[config.mk]
export PLATFORM = sky130hd
export DESIGN_NAME = mult4_seq
export DESIGN_NICKNAME = d
export VERILOG_FILES = /design/src/rtl/mult4_seq.sv
export SDC_FILE = /design/constraint.sdc
export NUM_CORES = 1
export LEC_CHECK = 0
export ABC_CLOCK_PERIOD_IN_PS = 2900
export CAP_MARGIN = 20
export CORE_MARGIN = 2
export CORE_UTILIZATION = 42
export CTS_CLUSTER_SIZE = 8
export DETAILED_ROUTE_END_ITERATION = 10
export HOLD_SLACK_MARGIN = 0.12
export PLACE_DENSITY = 0.86
export SETUP_SLACK_MARGIN = 0.5
export SLEW_MARGIN = 10
export SYNTH_ARGS = -nofsm -noshare
export SYNTH_HDL_FRONTEND = slang
export SYNTH_SLANG_ARGS = --single-unit
[constraint.sdc]
create_clock -name CLK -period 2.9 [get_ports CLK]
set_clock_uncertainty 0.2 [all_clocks]
set_input_delay 0.435 -clock CLK [delete_from_list [all_inputs] [get_ports CLK]]
set_output_delay 0.435 -clock CLK [all_outputs]
set_load 0.005 [all_outputs]
[src/rtl/mult4_seq.sv]
// mult4_seq: sequential 4x4 unsigned shift-and-add multiplier driving an external carry-select adder; optional MULT4_ZERO_SKIP_EN
module mult4_seq (
  input  logic       CLK,
  input  logic       RST,
  input  logic       Start,
  input  logic [3:0] MA,
  input  logic [3:0] MB,
  output logic       Ready,
  output logic       Done,
  output logic [7:0] P,
  output logic [3:0] AddA,
  output logic [3:0] AddB,
  output logic       AddC,
  input  logic [3:0] AddS,
  input  logic       AddCOut
);
  localparam logic [1:0] IDLE = 2'd0, RUN = 2'd1, DONE = 2'd2;
  logic [1:0] state, cnt;
  logic [3:0] mcand, hi, lo;
  logic skip;
`ifdef MULT4_ZERO_SKIP_EN
  assign skip = (MA == 4'h0) || (MB == 4'h0);
`else
  assign skip = 1'b0;
`endif
  assign Ready = state == IDLE;
  assign Done  = state == DONE;
  assign P     = {hi, lo};
  assign AddA  = hi;
  assign AddB  = lo[0] ? mcand : 4'h0;
  assign AddC  = 1'b0;
  // A zero operand loads an all-zero product with cnt at its last value, so one zero-add pass lands in DONE a cycle later
  always_ff @(posedge CLK)
    if (RST) begin
      state <= IDLE;
      mcand <= 4'h0;
      hi    <= 4'h0;
      lo    <= 4'h0;
      cnt   <= 2'd0;
    end else if (state == IDLE) begin
      if (Start) begin
        state <= RUN;
        mcand <= MA;
        hi    <= 4'h0;
        lo    <= skip ? 4'h0 : MB;
        cnt   <= skip ? 2'd3 : 2'd0;
      end
    end else if (state == RUN) begin
      {hi, lo} <= {AddCOut, AddS, lo[3:1]};
      cnt      <= cnt + 2'd1;
      if (cnt == 2'd3) state <= DONE;
    end else begin
      state <= IDLE;
    end
endmodule

* Word-level counts from Yosys, hierarchy flattened *
Index checks and enable logic that the tools add are counted.

word-level totals
  register bits after elaboration = 16
  bits of input ports = 16
  output and inout bits = 19
  logic and storage cells = 30

cells by class
  add/sub/neg operators = 1
  eq/ne operators = 5
  multiplexer cells = 14
  reduce and logical (&&, ||, !) cells = 5

operators by type and width
  operator                                               count
  two-way mux 4 bit                                      7
  two-way mux 2 bit                                      7
  AND reduction 2 bit                                    3
  equality test 2 bit, second input constant             2
  inequality test 3 x 2 -> 1 bit, second input constant  1
  adder 2 x 1 -> 2 bit, second input constant            1
  equality test 2 x 1 -> 1 bit, second input constant    1
  zero test 2 bit                                        1
  inequality test 2 bit, second input constant           1
  nonzero test 2 bit                                     1

* Depth between registers and ports, before layout *
  depth after elaboration = 4
  mapped depth = 4
  gate-level depth less buffers = 4

* Worst setup path before layout *
OpenSTA, ideal clock, no wires.

  kind = input port to flip-flop
  start point = input RST
  end point = register hi[0], in the netlist AddA[0]
  setup time = 117 ps
  arrival = 978 ps
  required time = 2583 ps
  setup slack = 1605 ps
  stages = 3
  buffers on the path = 2
  cells stage by stage = clkbuf_1 -> buf_2 -> nor2_1

RTL lines
  what                  line  source
  start, declared       4     input logic RST,
  end signal, assigned  49    {hi, lo} <= {AddCOut, AddS, lo[3:1]};
  end, declared         19    logic [3:0] mcand, hi, lo;

No word-level cell between the ends.

* Worst setup path after layout *
  start point = register state[0]
  end point = output Done

between the ends
  cells in the longest elaborated chain, start to end = 1

ends and longest elaborated chain
  what                    line  source
  start, declared         18    logic [1:0] state, cnt;
  start signal, assigned  35    state <= IDLE;
  start signal, assigned  42    state <= RUN;
  start signal, assigned  51    if (cnt == 2'd3) state <= DONE;
  equality test 2 bit     27    assign Done = state == DONE;
  end, declared           9     output logic Done,

No other way between the ends.

==> impl_metrics.py <==
metrics = {
    "critical_path": {
        "crit_path_start_kind": "flip-flop",
        "r2r_cells": 3,
        "worst_setup_path_end_kind": "output port",
        "r2r-end": "lo[1]",
        "cp-startpoint": "state[0]",
        "regToRegSetupSlack_ps": 1270,
        "critPathRequiredTime_ps": 2270,
        "cp_max_fo": 11,
        "r2r-start": "state[0]",
        "critical_path_arrival_ps": 1450,
        "criticalPathCategory": "reg -> out",
    },
    "synthesis": {
        "synth_compound_gate_area_share_pct": 14.3,
        "syn_area_per_cell_sq_um": 10.1,
        "yosys.area_share.simple_pct": 17.1,
        "synth_top_family_by_area": "simple AND/OR/NAND/NOR gates",
        "muxShareOfSynthArea_pct": 13.6,
        "synth_seq_cells": 16,
        "synth-xor-area-share_pct": 0,
        "synth_adder_area_share_pct": 1.70,
        "ys_seq_area_share_pct": 43.5,
        "synth_warnings": 0,
        "ys_types": 20,
        "netlist_area_sq_um": 737,
        "synthCells": 73,
        "synth_nets": 90,
    },
    "final_layout": {
        "drive_gt1_share_pct": 8.00,
        "diodes": 0,
        "layout_commonest_cell": "clkdlybuf4s50_1",
        "final_cell_mix": "clkdlybuf4s50_1, dfxtp_1, nor2_1, mux2i_1, a22oi_1",
        "fin_cells": 117,
        "layout.filler_cells": 148,
        "area_growth_pct": 41.9,
        "nets": 119,
    },
    "route": {
        "finalWirelength_microns": 1460,
        "post_drt_wl_per_cell_microns": 12.5,
        "drcViolationCount": 0,
        "via_per_inst": 4.97,
        "drt_iter0_drc": 5,
        "vias": 581,
        "final_antenna_net_count": 0,
        "drt_first_pass_iters": 4,
    },
    "clocking": {
        "path_clk_slew_ps": 80,
        "cts_tree": "done",
        "clk_latency_ps": 270,
        "root_buffer": "clkbuf_4",
        "cts_resized": 0,
        "clock_sinks": 16,
        "cts_made_buffers": 3,
        "h-tree-depth": 1,
        "clockBufferDepth": 2,
        "cts_setup_buffers": 0,
        "cts_hold_buf": 0,
    },
    "global_routing": {
        "use_met3_pct": 5.16,
        "grt_pass1_vias": 551,
        "grt_usage_pct": 15.2,
        "grt_use_met1_pct": 16.3,
        "grt.busiest_layer": "met2",
        "grt_pass1_wl_microns": 2200,
        "grt_max_degree": 17,
        "overflow": 0,
        "use_met2_pct": 25.0,
        "antenna_found_initial": 0,
    },
    "die": {
        "initial_utilization_pct": 43.6,
        "ios": 35,
        "core_sq_um": 1690,
        "die_x_microns": 45.9,
        "die_area_sq_um": 2110,
        "rows": 15,
        "die_height_microns": 45.9,
    },
    "placement": {
        "dp_hpwl_microns": 1120,
        "routabilityCongestion": 0.677,
        "post-place-cells": 114,
        "io_buffers": 33,
    },
    "timing": {
        "period_minus_slack_ps": 2090,
        "final-hold-violation-count": 0,
        "rsz0062_at_grt": "no",
        "max_slew_margin_pct": 57.9,
        "fin_crit_sh_pct": 72.0,
        "drv_slew": 0,
        "setup_viol": 0,
        "fmax_ghz": 0.479,
        "final.setup.tns_ps": 0,
        "worst_slew_pin_slew_ps": 629,
    },
    "run": {
        "maxCapViolations": 0,
    },
    "hold_path": {
        "worst_hold_startpoint": "mcand[3]",
        "hp-class": "reg -> reg",
        "whs_endpoint": "mcand[3]",
        "hold_path_depth": 2,
    },
    "power_and_ir_drop": {
        "ir_drop_mv": 0.259,
        "p_per_area_nw_per_um2": 424,
        "leakage_nw": 0.406,
    },
    "run_status": {
        "outcome": "completed",
    },
}
## power breakdown
group | internal [mW] | total (mW) | switching [mW]
Combinational | 0.0578 | 0.0891 | 0.0314
Clock | 0.0481 | 0.109 | 0.0610
Sequential | 0.233 | 0.246 | 0.0126
## cell families after synthesis
family	after synthesis
muxes	10
adders and majority gates	1
buffers and inverters	10
other	1
AOI/OAI and AO/OA	11
DFF	16
and+or+nand+nor	24
## synth_stat cells
master | number | share of area (%)
dfxtp_1 | 16 | 43
nor2_1 | 15 | 7.6
mux2i_1 | 10 | 14
buf_4 | 6 | 6.1
a22oi_1 | 5 | 5.1
a211oi_2 | 4 | 6.8
and2_1 | 4 | 3.4
and2b_1 | 1 | 1.0
buf_2 | 1 | 0.68
buf_6 | 1 | 1.5
clkbuf_1 | 1 | 0.51
conb_1 | 1 | 0.51
ha_1 | 1 | 1.7
inv_1 | 1 | 0.51
nor2b_1 | 1 | 0.85
nor3_1 | 1 | 0.68
nor3b_1 | 1 | 1.0
nor3b_4 | 1 | 2.5
o21ba_1 | 1 | 1.4
o21bai_1 | 1 | 1.0
## routing by layer
layer	wire length [microns]	part of all wire, %
met5	0	0
met4	31	2.1
met3	94	6.4
met2	732	50
met1	603	41
## worst max-delay path: stages (launching register included)
cell,delay (ps)
dfxtp_1,640
nor2b_1,90
clkdlybuf4s50_1,460
## area by class of cell
type                       count  area, sq um  area share, %
clock buffer                   3         22.5           2.15
timing repair buffer          33          330           31.6
sequential                    16          320           30.6
inverter                       1         3.75          0.359
multi-input combinational     47          348           33.3
tap                           17         21.3           2.03
## per-stage QoR
step	cell area, sq um	util [%]	hold WS [ps]	power, mW	setup slack, ps
after CTS	1050	61.9	310	0.452	779
after global routing	1050	61.9	355	0.473	717
after floorplan	737	-	252	0.297	1600
after global placement	1020	60.6	277	0.338	1010
final	1050	61.9	308	0.444	811
after detailed placement	1020	60.6	285	0.341	958
## worst max-delay path by stage
stage / to
6_report: Done
5_1_grt: Ready
4_1_cts: Done
3_5_place_dp: mcand[0]
3_3_place_gp: mcand[3]
2_1_floorplan: AddA[0]
## state kept, by name, indices dropped and copies added, names as in the netlist
signal / count
state: 2
AddA: 4
mcand: 4
lo: 4
cnt: 2
(Power assumes the default switching activity.)
